===== src/rtl/floating_point_divider_pkg.sv =====
// Shared floating-point constants and FSM state encoding for the divider/multiplier blocks.
package floating_point_divider_pkg;

  localparam int unsigned ExpWidth  = 8;
  localparam int unsigned MantWidth = 23;
  localparam int unsigned Bias      = 127;
  localparam int unsigned IterCount = 26;
  localparam int unsigned CntWidth  = 5;

  localparam logic [31:0] QNaN    = 32'h7FC0_0000;
  localparam logic [30:0] InfMag  = 31'h7F80_0000;
  localparam logic [30:0] ZeroMag = 31'h0000_0000;

  typedef enum logic [2:0] {
    StIdle,
    StLoad,
    StDivide,
    StNorm,
    StDone
  } state_e;

endpackage


===== src/rtl/floating_point_divider_if.sv =====
// Request/response bundle between a requester and the floating-point divider.
interface floating_point_divider_if;
  logic        start;
  logic [31:0] reg_1;
  logic [31:0] reg_2;
  logic [31:0] result;
  logic        busy;
  logic        done;

  modport master (
    output start, reg_1, reg_2,
    input  result, busy, done
  );

  modport slave (
    input  start, reg_1, reg_2,
    output result, busy, done
  );
endinterface


===== src/rtl/controller_div.sv =====
// Sequencing FSM for the divider: IDLE -> LOAD -> (DIVIDE x26 -> NORM |) -> DONE -> IDLE.
module controller_div
  import floating_point_divider_pkg::*;
(
  input  logic   clk,
  input  logic   reset_n,
  input  logic   start_i,
  input  logic   special_i,
  output state_e state_o,
  output logic   busy_o,
  output logic   done_o
);

  state_e              state_q, state_d;
  logic [CntWidth-1:0] cnt_q, cnt_d;

  // State and iteration counter registers.
  always_ff @(posedge clk or negedge reset_n) begin
    if (!reset_n) begin
      state_q <= StIdle;
      cnt_q   <= '0;
    end else begin
      state_q <= state_d;
      cnt_q   <= cnt_d;
    end
  end

  // Next-state and iteration count; special operands bypass the divide loop.
  always_comb begin
    state_d = state_q;
    cnt_d   = cnt_q;
    unique case (state_q)
      StIdle: begin
        if (start_i) state_d = StLoad;
      end
      StLoad: begin
        cnt_d   = '0;
        state_d = special_i ? StDone : StDivide;
      end
      StDivide: begin
        if (cnt_q == CntWidth'(IterCount - 1)) begin
          cnt_d   = '0;
          state_d = StNorm;
        end else begin
          cnt_d = cnt_q + 1'b1;
        end
      end
      StNorm:  state_d = StDone;
      StDone:  state_d = StIdle;
      default: state_d = StIdle;
    endcase
  end

  // Status outputs decoded straight from the state register.
  always_comb begin
    state_o = state_q;
    busy_o  = (state_q != StIdle);
    done_o  = (state_q == StDone);
  end

endmodule


===== src/rtl/floating_point_divider_datapath.sv =====
// Operand capture, special-case classification, restoring mantissa division and rounding.
module floating_point_divider_datapath
  import floating_point_divider_pkg::*;
(
  input  logic        clk,
  input  logic        reset_n,
  input  state_e      state_i,
  input  logic        start_i,
  input  logic [31:0] reg_1_i,
  input  logic [31:0] reg_2_i,
  output logic        special_o,
  output logic [31:0] result_o
);

  logic [31:0]       a_q, a_d, b_q, b_d;
  logic [24:0]       rem_q, rem_d;
  logic [23:0]       div_q, div_d;
  logic [25:0]       quo_q, quo_d;
  logic signed [9:0] exp_q, exp_d;
  logic [31:0]       result_q, result_d;

  logic              sign;
  logic              a_zero, a_inf, a_nan, b_zero, b_inf, b_nan;
  logic [31:0]       special_res;
  logic signed [9:0] exp_init;

  logic [23:0]       mant;
  logic [24:0]       mant_r;
  logic              guard, sticky, round_up;
  logic signed [9:0] exp_n, exp_f;
  logic [22:0]       frac_f;
  logic [31:0]       norm_res;
  logic [24:0]       rem_sub;
  logic              rem_ge;

  // Operand classification; denormals are treated as zero.
  always_comb begin
    sign   = a_q[31] ^ b_q[31];
    a_zero = (a_q[30:23] == 8'h00);
    a_inf  = (a_q[30:23] == 8'hFF) && (a_q[22:0] == '0);
    a_nan  = (a_q[30:23] == 8'hFF) && (a_q[22:0] != '0);
    b_zero = (b_q[30:23] == 8'h00);
    b_inf  = (b_q[30:23] == 8'hFF) && (b_q[22:0] == '0);
    b_nan  = (b_q[30:23] == 8'hFF) && (b_q[22:0] != '0);
    special_o = a_zero | a_inf | a_nan | b_zero | b_inf | b_nan;
    if (a_nan || b_nan || (a_zero && b_zero) || (a_inf && b_inf)) begin
      special_res = QNaN;
    end else if (a_inf || b_zero) begin
      special_res = {sign, InfMag};
    end else begin
      special_res = {sign, ZeroMag};
    end
    exp_init = $signed({2'b00, a_q[30:23]}) - $signed({2'b00, b_q[30:23]})
             + $signed(10'(Bias));
  end

  // One restoring-division step: subtract when the partial remainder covers the divisor.
  always_comb begin
    rem_ge  = (rem_q >= {1'b0, div_q});
    rem_sub = rem_ge ? (rem_q - {1'b0, div_q}) : rem_q;
  end

  // Normalise the 26-bit quotient, round to nearest-even, then saturate/flush the exponent.
  always_comb begin
    if (quo_q[25]) begin
      mant   = quo_q[25:2];
      guard  = quo_q[1];
      sticky = quo_q[0] | (|rem_q);
      exp_n  = exp_q;
    end else begin
      mant   = quo_q[24:1];
      guard  = quo_q[0];
      sticky = |rem_q;
      exp_n  = exp_q - 10'sd1;
    end
    round_up = guard & (sticky | mant[0]);
    mant_r   = {1'b0, mant} + {24'd0, round_up};
    if (mant_r[24]) begin
      frac_f = mant_r[23:1];
      exp_f  = exp_n + 10'sd1;
    end else begin
      frac_f = mant_r[22:0];
      exp_f  = exp_n;
    end
    if (exp_f >= 10'sd255) begin
      norm_res = {sign, InfMag};
    end else if (exp_f <= 10'sd0) begin
      norm_res = {sign, ZeroMag};
    end else begin
      norm_res = {sign, exp_f[7:0], frac_f};
    end
  end

  // Per-state datapath register updates.
  always_comb begin
    a_d      = a_q;
    b_d      = b_q;
    rem_d    = rem_q;
    div_d    = div_q;
    quo_d    = quo_q;
    exp_d    = exp_q;
    result_d = result_q;
    unique case (state_i)
      StIdle: begin
        if (start_i) begin
          a_d = reg_1_i;
          b_d = reg_2_i;
        end
      end
      StLoad: begin
        if (special_o) begin
          result_d = special_res;
        end else begin
          rem_d = {2'b01, a_q[22:0]};
          div_d = {1'b1, b_q[22:0]};
          quo_d = '0;
          exp_d = exp_init;
        end
      end
      StDivide: begin
        quo_d = {quo_q[24:0], rem_ge};
        rem_d = {rem_sub[23:0], 1'b0};
      end
      StNorm:  result_d = norm_res;
      default: ;
    endcase
  end

  // Datapath state registers.
  always_ff @(posedge clk or negedge reset_n) begin
    if (!reset_n) begin
      a_q      <= '0;
      b_q      <= '0;
      rem_q    <= '0;
      div_q    <= '0;
      quo_q    <= '0;
      exp_q    <= '0;
      result_q <= '0;
    end else begin
      a_q      <= a_d;
      b_q      <= b_d;
      rem_q    <= rem_d;
      div_q    <= div_d;
      quo_q    <= quo_d;
      exp_q    <= exp_d;
      result_q <= result_d;
    end
  end

  assign result_o = result_q;

endmodule


===== src/rtl/floating_point_divider.sv =====
// IEEE-754 single-precision divider top: controller plus datapath behind the bus interface.
module floating_point_divider
  import floating_point_divider_pkg::*;
(
  input logic                     clk,
  input logic                     reset_n,
  floating_point_divider_if.slave bus
);

  state_e      state;
  logic        special;
  logic        busy;
  logic        done;
  logic [31:0] result;

  controller_div u_ctrl (
    .clk       (clk),
    .reset_n   (reset_n),
    .start_i   (bus.start),
    .special_i (special),
    .state_o   (state),
    .busy_o    (busy),
    .done_o    (done)
  );

  floating_point_divider_datapath u_dp (
    .clk       (clk),
    .reset_n   (reset_n),
    .state_i   (state),
    .start_i   (bus.start),
    .reg_1_i   (bus.reg_1),
    .reg_2_i   (bus.reg_2),
    .special_o (special),
    .result_o  (result)
  );

  assign bus.busy   = busy;
  assign bus.done   = done;
  assign bus.result = result;

endmodule

===== src/flat_wrapper.sv =====
// flat-port wrapper written by rule: the top's interface ports become plain ports
module floating_point_divider_flat import floating_point_divider_pkg::*;
  (clk, reset_n, bus_start, bus_reg_1, bus_reg_2, bus_result, bus_busy, bus_done);
  floating_point_divider_if bus_i ();
  input logic clk;
  input logic reset_n;
  input wire logic [$bits(bus_i.start)-1:0] bus_start;
  input wire logic [$bits(bus_i.reg_1)-1:0] bus_reg_1;
  input wire logic [$bits(bus_i.reg_2)-1:0] bus_reg_2;
  output wire logic [$bits(bus_i.result)-1:0] bus_result;
  output wire logic [$bits(bus_i.busy)-1:0] bus_busy;
  output wire logic [$bits(bus_i.done)-1:0] bus_done;
  assign bus_i.start = bus_start;
  assign bus_i.reg_1 = bus_reg_1;
  assign bus_i.reg_2 = bus_reg_2;
  assign bus_result = bus_i.result;
  assign bus_busy = bus_i.busy;
  assign bus_done = bus_i.done;
  floating_point_divider u_core (.clk(clk), .reset_n(reset_n), .bus(bus_i));
endmodule

===== config.mk =====
export PLATFORM = sky130hd
export DESIGN_NAME = floating_point_divider_flat
export DESIGN_NICKNAME = d
export VERILOG_FILES = /design/src/rtl/floating_point_divider_pkg.sv /design/src/rtl/floating_point_divider_if.sv /design/src/rtl/controller_div.sv /design/src/rtl/floating_point_divider_datapath.sv /design/src/rtl/floating_point_divider.sv /design/src/flat_wrapper.sv
export SDC_FILE = /design/constraint.sdc
export NUM_CORES = 1
export LEC_CHECK = 0
export BUFFER_PORTS_ARGS = -buffer_cell sky130_fd_sc_hd__buf_2
export CAP_MARGIN = 20
export CELL_PAD_IN_SITES_DETAIL_PLACEMENT = 1
export CELL_PAD_IN_SITES_GLOBAL_PLACEMENT = 1
export CORE_UTILIZATION = 30
export DETAILED_ROUTE_END_ITERATION = 10
export GPL_ROUTABILITY_DRIVEN = 0
export GPL_TIMING_DRIVEN = 0
export PLACE_DENSITY_LB_ADDON = 0.1
export SLEW_MARGIN = 20
export SYNTH_ARGS = -nofsm -noshare
export SYNTH_HDL_FRONTEND = slang
export SYNTH_SLANG_ARGS = --single-unit

===== constraint.sdc =====
create_clock -name clk -period 13.5 [get_ports clk]
set_input_delay 1.35 -clock clk [delete_from_list [all_inputs] [get_ports clk]]
set_output_delay 1.35 -clock clk [all_outputs]
set_load 0.005 [all_outputs]

After elaboration in Yosys (flattened, before gate mapping)
Cells that the tools add are included.
{"block": "totals", "memories": 0, "regBits": 189, "ram_bits": 0, "latchBits": 0, "romBits": 0, "out_inout_bits": 34}
{"block": "classes", "n_div": 0, "magnitude_cmp": 3, "n_mux": 23, "add_sub_neg": 7, "reduce_logical": 26, "mul": 0, "n_eq_ne": 11, "n_shift": 0, "bitwise": 10}
{"op": "$mux 31", "n": 3}
{"op": "$mux 32", "n": 2}
{"op": "$pmux 32 s2", "n": 1}
{"op": "$pmux 26 s2", "n": 1}
{"op": "$pmux 25 s2", "n": 1}
{"op": "$mux 24", "n": 2}
{"op": "$logic_not 23->1", "n": 2}
{"op": "$reduce_bool 23->1", "n": 2}
{"op": "$mux 26", "n": 1}
{"op": "$add 24x1->25", "n": 1}
{"op": "$ge 25x24->1", "n": 1}
{"op": "$mux 25", "n": 1}
{"op": "$reduce_or 25->1", "n": 1}
{"op": "$sub 24x24->24", "n": 1}
{"op": "$mux 23", "n": 1}
{"op": "$mux 10", "n": 2}
{"op": "$eq 8x8->1 const B", "n": 2}
{"op": "$logic_not 8->1", "n": 2}
{"op": "$pmux 3 s4", "n": 1}
{"op": "$add 10x2->10 const B", "n": 1}
{"op": "$add 9x8->10 const B", "n": 1}
{"op": "$ge 10x9->1 const B", "n": 1}
{"op": "$le 10x1->1 const B", "n": 1}
{"op": "$pmux 5 s2", "n": 1}
{"op": "21 further kinds", "n": 47}

Logic depth before layout (Yosys ltp)
Gate-level depths: netlist (run 1).
{"block": "logic_depth", "word_depth": 11, "depth_mapped": 18, "ltp_nobuf": 13}

Cells and area by module
From an unflattened synthesis (run 1), not the netlist that was laid out.
{"block": "hier_totals", "cells_unflattened": 1287, "area_unflattened_um2": 11569.8}
{"module": "floating_point_divider_datapath", "area_per_inst_um2": 11093.1, "instances": 1, "cells_each": 1237, "seq_area_each_um2": 4529.3}
{"module": "controller_div", "area_per_inst_um2": 476.7, "instances": 1, "cells_each": 50, "seq_area_each_um2": 200.2}

Worst setup path before layout (run 1)
Ideal clock, no wire load.
{"block": "synth_path", "path_kind": "register to register", "start": "reg u_core.u_dp.quo_q[25]", "end": "reg u_core.u_dp.result_q[22], in the netlist u_core.u_dp.result_o[22]", "setup_ps": 78, "t_arrival_ps": 4919, "path_slack_ps": 8503, "path_stages_with_launch": 19, "period_less_slack_ps": 4997, "cell_sequence": "dfrtp_1 > buf_4 > clkbuf_1 > clkbuf_1 > buf_1 > clkbuf_1 > mux2_2 > ha_1 > nand2_1 > nor4b_4 > nand4_2 > or2_0 > buf_2 > nor4_1 > xnor2_1 > nand3_1 > or4b_4 > buf_6 > a21oi_1"}
{"block": "synth_between", "elab_chain_len": 9, "elab_cells_between_ends": 15, "classes_between": "2 x add/sub; 2 x order compare; 9 x mux; 2 x bitwise"}
{"element": "start, declared", "line_no": "floating_point_divider_datapath.sv:18", "text": "logic [25:0] quo_q, quo_d;"}
{"element": "start signal, assigned", "line_no": "floating_point_divider_datapath.sv:144", "text": "quo_q <= quo_d;"}
{"element": "$mux 1 / $mux 24 (equally long branches)", "line_no": "floating_point_divider_datapath.sv:65", "text": "if (quo_q[25]) begin"}
{"element": "$or 1x1->1", "line_no": "floating_point_divider_datapath.sv:76", "text": "round_up = guard & (sticky | mant[0]);"}
{"element": "$and 1x1->1", "line_no": "floating_point_divider_datapath.sv:76"}
{"element": "$add 24x1->25", "line_no": "floating_point_divider_datapath.sv:77", "text": "mant_r = {1'b0, mant} + {24'd0, round_up};"}
{"element": "$mux 10", "line_no": "floating_point_divider_datapath.sv:78", "text": "if (mant_r[24]) begin"}
{"element": "$le 10x1->1", "line_no": "floating_point_divider_datapath.sv:87", "text": "end else if (exp_f <= 10'sd0) begin"}
{"element": "$mux 31", "line_no": "floating_point_divider_datapath.sv:87"}
{"element": "$mux 31 (*)", "line_no": "floating_point_divider_datapath.sv:85", "text": "if (exp_f >= 10'sd255) begin"}
{"element": "$pmux 32 s2 (*)", "line_no": "floating_point_divider_datapath.sv:103", "text": "unique case (state_i)"}
{"element": "end signal, assigned", "line_no": "floating_point_divider_datapath.sv:146", "text": "result_q <= result_d;"}
{"element": "end, declared", "line_no": "floating_point_divider_datapath.sv:20", "text": "logic [31:0] result_q, result_d;"}
Mark *: on every way between the ends. The rest lies on a longest branch, timed or not.
A chain may end at the register's enable or synchronous reset.

Worst setup path in the final report (run 1)
Ends and elaborated chain as after synthesis.

==> reports/results.txt, run 1 <==
Status = completed
Fmax = 0.1461 GHz
Multi-input gate area = 0.006107 mm^2
Dpl cells = 1852
Area Overhead vs Synth = 15.95%
Num CTS Buffers = 17
NumNets Final = 1474
H-tree Lvls = 4
Register share of total power = 28.5%
Post-route insts no fill = 1884
Initial DRT Pass Iterations = 4
Final wirelength = 35810 um
Count of final setup violators = 0
Startpoint types = flop
Synth warn = 0
Yosys top cell area share = 41.66%
Async SR Flop Fraction = 100.0%
Tot GR Track Use = 19.27%
Clk slew on worst S/H paths = 0.07 ns
Clk pwr share = 15.4%
Crit. End Element = flop
Sequential share of the synthesized area = 41.66%
Most used DFF post-synth = dfrtp_1
Initial DRC count = 451
Slew margin rel. = 39.76%
Post-Route Utilization = 35.62%
Core Area = 0.03696 mm^2
Vias per cell = 4.998
CTS sink count = 189
Post-Syn Area = 0.01135 mm^2
Yosys reg bits = 189
Comb pwr share = 56.1%
Syn Inst Count = 1246
Distinct cell type count after synthesis = 71
CTS resizes = 0
Final hold vios = 0
Clock Latency Late Sink = 0.46 ns
Dpl ws = 6.541 ns
CP max FO = 10
Worst Hold Slack = 0.4783 ns
Avg Cell Area, Syn = 9.112 um^2
Fin worst setup slack = 6.655 ns
Setup TNS = 0 ns
PD cells = 267.6 mW/mm^2
Final Cell Area = 0.01316 mm^2
Remaining Overflow, GRT = 0
Largest net degree at the start of global routing = 87
Longest Clk Path Bufs = 2
Req. time, crit path = 13.88 ns
Die Height = 196.5 um
Vias in the first global route = 9804
Dpl cell area = 0.01255 mm^2
Total number of vias = 9417
DP HPWL = 27410 um
EDFF count, synth = 0
# rows = 70
# DRC = 0
RSZ-0062 raised after global routing = no
Largest cells by area after synthesis = dfrtp_1 (42%), mux2_2 (6.2%), nand2_1 (6.2%)
FF-to-FF setup slack = 6.66 ns
Ports = 101
Least-Margin Pin Slew = 0.8809 ns
VDD IR max = 0.1160 mV
Hold WC Path Type = flop to flop
Fillers = 4357
Port Buffers = 100
Buffer count from post-CTS setup fixing = 0
Critical path arrival = 7.22 ns
Cell taking the most area after synthesis = dfrtp_1
Ant. Diodes = 0
Layout cell share with drive strength beyond 1 = 16.09%
Clock skew = 0.01317 ns
Wirelength per Cell = 19.01 um
Post-synth net total = 1353
# Max-Cap Violations = 0
Cell Int Power = 1.863 mW
Critical path class = flop to flop
Die area = 0.03863 mm^2
Sw Pwr = 1.659 mW
Storage cell area = 0.004730 mm^2
TritonCTS clock tree = yes
Routed Antenna Nets = 0
Tmin final = 6.845 ns
Sw Share = 47.11%
Leak Pwr = 5.645 nW
Final Power = 3.522 mW
Initial Util = 30.72%
Period utilisation layout = 50.70%
Final slew viol count = 0
DIE WIDTH = 196.5 um
Hold bufs inserted after CTS = 0
First-pass GRT wire length = 57160 um
Clock root buffer = clkbuf_16
Initial antenna violation count = 0
cells in the final DEF, fill, tap and decap left out, drive strengths merged, types with 4 or more instances in the layout:
cell	Yosys	routed
dfrtp	189	189
nand2	188	188
o21ai	131	131
buf	23	125
clkbuf	56	74
nor2	67	67
mux2	64	64
inv	51	58
xnor2	47	47
mux2i	44	44
a21oi	44	44
xor2	41	41
ha	38	38
nand3	29	29
nor4	24	24
nand4	22	22
nor3	21	21
and3	13	13
o211ai	13	13
a31oi	12	12
nand2b	11	11
nor2b	11	11
o31ai	11	11
a32o	11	11
or3	10	10
a21o	7	7
and2	6	6
o21a	6	6
a211oi	6	6
a211o	5	5
a22oi	4	4
final timing paths:
kind / start / endpoint / depth (start not counted)
min in group asynchronous: reset_n / u_core.u_dp.result_o[25] / 1
max in group asynchronous: reset_n / u_core.u_dp.div_q[5] / 2
setup / recovery: u_core.u_dp.quo_q[25] / u_core.u_dp.result_o[22] / 18
setup reg to reg: u_core.u_dp.quo_q[25] / u_core.u_dp.result_o[22] / 18
hold / removal: u_core.u_dp.result_o[6] / u_core.u_dp.result_o[6] / 2
hold reg to reg: u_core.u_dp.result_o[6] / u_core.u_dp.result_o[6] / 2
kinds of logic after synthesis:
family	count (synthesis)	share of synthesized area, %
AND/OR/NAND/NOR	416	17.37
buffers and inverters	130	4.573
multiplexers	108	10.23
AO/OA/AOI/OAI	275	14.84
adder cells (fa/ha/maj)	40	4.540
flip-flops	189	41.66
XOR/XNOR	88	6.789
worst max-delay path, stage by stage, from the launching register on:
cell	delay [ns]
dfrtp_1	0.48
buf_4	0.25
clkbuf_1	0.49
clkbuf_1	0.63
buf_1	0.69
clkbuf_1	0.52
mux2_2	0.27
ha_1	0.19
nand2_1	0.11
nor4b_4	0.53
nand4_2	0.31
or2_0	0.27
buf_2	0.16
nor4_1	0.40
xnor2_1	0.22
nand3_1	0.27
or4b_4	0.63
buf_6	0.16
a21oi_1	0.14
registers in the layout, summed over array words and instances (netlist names):
| register | cells |
|---|---|
| u_core.u_dp.quo_q | 26 |
| u_core.u_ctrl.cnt_q | 5 |
| u_core.u_dp.result_o | 32 |
| u_core.u_dp.a_q | 32 |
| u_core.u_dp.div_q | 24 |
| u_core.u_ctrl.state_o | 3 |
| u_core.u_dp.b_q | 32 |
| u_core.u_dp.rem_q | 25 |
| u_core.u_dp.exp_q | 10 |
cell usage after synthesis (19+ instances only):
| cell type | count |
|---|---|
| dfrtp_1 | 189 |
| nand2_1 | 188 |
| o21ai_0 | 122 |
| nor2_1 | 67 |
| mux2_2 | 63 |
| clkbuf_1 | 55 |
| inv_1 | 51 |
| xnor2_1 | 47 |
| a21oi_1 | 44 |
| mux2i_1 | 44 |
| xor2_1 | 41 |
| ha_1 | 38 |
| nand3_1 | 29 |
| nor4_1 | 23 |
| nand4_1 | 21 |
| nor3_1 | 19 |
per-layer routing:
metal | global-route usage, % | vias to the layer above | share of wire, %
met5 | 0 | - | 0
met1 | 26.10 | 4659 | 48
met4 | 3.617 | 0 | 1.1
met3 | 3.149 | 21 | 2.4
met2 | 32.44 | 98 | 48
li1 | - | 4639 | -
layout make-up:
cell class | count | area share, %
sequential | 189 | 35.93
timing repair buffer | 102 | 4.296
clock buffer | 18 | 3.336
tap | 504 | 4.790
buffer | 79 | 2.500
clock inverter | 14 | 1.302
multi-input combinational | 927 | 46.39
inverter | 51 | 1.454
power by group through the flow:
stage / Sequential (mW) / Combinational, mW / Clock, mW
final: 1.00 / 1.98 / 0.543
after global routing: 1.03 / 2.22 / 0.584
after CTS: 1.01 / 2.00 / 0.566
after detailed placement: 1.02 / 1.99 / 0
after global placement: 1.02 / 1.96 / 0
after floorplan: 0.928 / 1.45 / 0
(Power assumes the default switching activity.)
==> run 2: changes to the inputs <==
--- a/config.mk
+++ b/config.mk
@@ -5,6 +5,7 @@
 export SDC_FILE = /design/constraint.sdc
 export NUM_CORES = 1
 export LEC_CHECK = 0
+export ABC_AREA = 1
 export BUFFER_PORTS_ARGS = -buffer_cell sky130_fd_sc_hd__buf_2
 export CAP_MARGIN = 20
 export CELL_PAD_IN_SITES_DETAIL_PLACEMENT = 1
==> constraint.sdc (replaced) <==
create_clock -name clk -period 7.2 [get_ports clk]
set_input_delay 0.72 -clock clk [delete_from_list [all_inputs] [get_ports clk]]
set_output_delay 0.72 -clock clk [all_outputs]
set_load 0.005 [all_outputs]
==> reports/results.txt, run 2 <==
Most used DFF post-synth = dfrtp_1
Post-Syn Area = 0.01117 mm^2
Final wirelength = 34690 um
Post-Synth Simple-Gate Area = 22.46%
Die area = 0.03800 mm^2
Largest net degree at the start of global routing = 90
Longest Clk Path Bufs = 2
Comb pwr share = 56.0%
EDFF count, synth = 0
Clock skew = 0.02116 ns
Ant. Diodes = 0
Final slew viol count = 0
WP buf/inv = 4
PD cells = 489.3 mW/mm^2
Wirelength per Cell = 16.75 um
Num CTS Buffers = 17
Commonest non-fill, non-tap cell in the layout = nand2_1
Dpl cell area = 0.01233 mm^2
Hold WC Path Type = input port to async pin
Post-synthesis mux area share = 1.311%
Yosys reg bits = 189
Yosys top cell area share = 42.35%
RSZ-0062 raised after global routing = no
Cell taking the most area after synthesis = dfrtp_1
Critical path arrival = 3.96 ns
CP cell instances = buf_6, buf_6, buf_4, nand2_1, o21ai_0, nor2_1, ha_1, nand2_1, nor2_1, nand3_2, nor3_2, nand4_1, nor2_2, xor2_2, nand2_2, nor2_8, buf_6, nand2_1, nand2_1
Post-Route Utilization = 35.42%
Vias in the first global route = 10340
Port Buffers = 100
Worst Hold Slack = 0.09264 ns
# DRC = 0
Async SR Flop Fraction = 100.0%
Clk pwr share = 16.4%
Layout cell share with drive strength beyond 1 = 11.54%
Worst r2r path cells = 19
Critical R2R Capture = u_core.u_dp.result_o[11]
Buffer count from post-CTS setup fixing = 0
TritonCTS clock tree = yes
Initial antenna violation count = 0
Adder-cell share of the synthesized area = 4.616%
Leak Pwr = 6.386 nW
First-pass GRT wire length = 56700 um
DP HPWL = 27520 um
CTS sink count = 189
Setup TNS = 0 ns
Syn Inst Count = 1468
Clk slew on worst S/H paths = 0.09 ns
Period utilisation layout = 49.42%
Delay-heaviest family, CP = simple AND/OR/NAND/NOR gates
Commonest non-fill, non-tap cells in the layout = nand2_1 (315), inv_1 (214), dfrtp_1 (189)
Remaining Overflow, GRT = 0
Cell Int Power = 3.189 mW
VDD IR max = 0.2059 mV
Initial DRT Pass Iterations = 4
# Max-Cap Violations = 0
Distinct cell type count after synthesis = 51
DIE WIDTH = 194.9 um
Vias per cell = 4.776
Die Height = 194.9 um
Combinational family with the most area after synthesis = simple AND/OR/NAND/NOR gates
Sw Share = 49.75%
Total number of vias = 9891
Compound-Gate Fraction of Synth Area = 15.34%
Clock root buffer = clkbuf_16
Sw Pwr = 3.157 mW
Most numerous cell on the critical path = nand2_1
Tot GR Track Use = 19.11%
Ports = 101
CTS resizes = 0
Synth warn = 0
NumNets Final = 1697
Largest cells by area after synthesis = dfrtp_1 (42%), nand2_1 (11%), inv_1 (7.2%)
CP max FO = 10
Startpoint types = flop
Fraction of synthesized cell area in xor and xnor cells = 4.224%
Post-synth net total = 1575
Count of final setup violators = 0
Slew margin rel. = 28.77%
Synth top cells by count = nand2_1 (315), inv_1 (214), dfrtp_1 (189)
Number of cells on the critical path = 19
Least-Margin Pin Slew = 1.060 ns
Routed Antenna Nets = 0
Clock Latency Late Sink = 0.47 ns
Avg Cell Area, Syn = 7.607 um^2
Worst R2R Start = u_core.u_dp.quo_q[25]
FF-to-FF setup slack = 3.64 ns
Worst path slowest cell = dfrtp_1
# rows = 70
Sequential share of the synthesized area = 42.35%
Initial Util = 30.50%
Slowest cell delay on critical path = 0.38 ns
Tmin final = 3.558 ns
Core Area = 0.03661 mm^2
Hold bufs inserted after CTS = 0
Area Overhead vs Synth = 16.13%
Crit. End Element = flop
Most instantiated library cell after synthesis = nand2_1
Final hold vios = 0
Fmax = 0.2811 GHz
Final Cell Area = 0.01297 mm^2
Status = completed
Req. time, crit path = 7.60 ns
Initial DRC count = 308
Critical path class = flop to flop
H-tree Lvls = 4
Register share of total power = 27.6%
==> run 2: layout make-up <==
class | count | area [um^2]
clock inverters | 15 | 212.7
repair buffers | 103 | 573.1
plain buffers | 50 | 259.0
inverters | 219 | 823.3
fillers | 4510 | 23640
flip-flops and latches | 189 | 4730
well taps | 468 | 585.6
multi-input cells | 1010 | 5360
clock buffers | 17 | 425.4
==> run 2: power groups by stage <==
stage	Sequential [mW]	Combinational, mW	Clock [mW]
after global routing	1.81	4.07	1.10
after CTS	1.76	3.62	1.07
after floorplan	1.67	2.58	0
after global placement	1.77	3.52	0
after detailed placement	1.77	3.59	0
final	1.75	3.55	1.04
==> run 2: cell families (layout without fill, tap and decap cells) <==
group	after synthesis	in the layout
AOI/OAI and AO/OA	308	308
DFF	189	189
adders and majority gates	40	40
buffers and inverters	269	404
xor gates and xnor gates	53	53
and+or+nand+nor	596	596
muxes	13	13
==> run 2: worst max-delay path by stage <==
stage / startpoint / endpoint / slack (ns)
floorplan: u_core.u_dp.quo_q[25] / u_core.u_dp.result_o[5] / 4.24
global placement: reset_n / u_core.u_dp.b_q[28] / 1.97
detailed placement: u_core.u_dp.quo_q[25] / u_core.u_dp.result_o[11] / 3.56
CTS: u_core.u_dp.quo_q[25] / u_core.u_dp.result_o[2] / 3.54
global route: u_core.u_dp.quo_q[25] / u_core.u_dp.result_o[28] / 3.21
finish: u_core.u_dp.quo_q[25] / u_core.u_dp.result_o[11] / 3.64
==> run 2: through the flow <==
stage | cells | setup slack, ns | power (mW)
5_1_grt | 2071 | 3.215 | 6.981
4_1_cts | 2071 | 3.543 | 6.442
6_report | 2071 | 3.642 | 6.345
3_5_place_dp | 2039 | 3.562 | 5.362
2_1_floorplan | 1468 | 4.245 | 4.254
3_3_place_gp | 2036 | 1.969 | 5.291
==> run 2: metal layers <==
| metal | wire length, um | share of wire (%) | vias up | track usage, % |
|---|---|---|---|---|
| li1 | - | - | 5007 | - |
| met1 | 16210 | 47 | 4781 | 24.11 |
| met2 | 17650 | 51 | 88 | 34.47 |
| met3 | 518 | 1.5 | 15 | 2.672 |
| met4 | 311 | 0.90 | 0 | 3.937 |
| met5 | 0 | 0 | - | 0 |
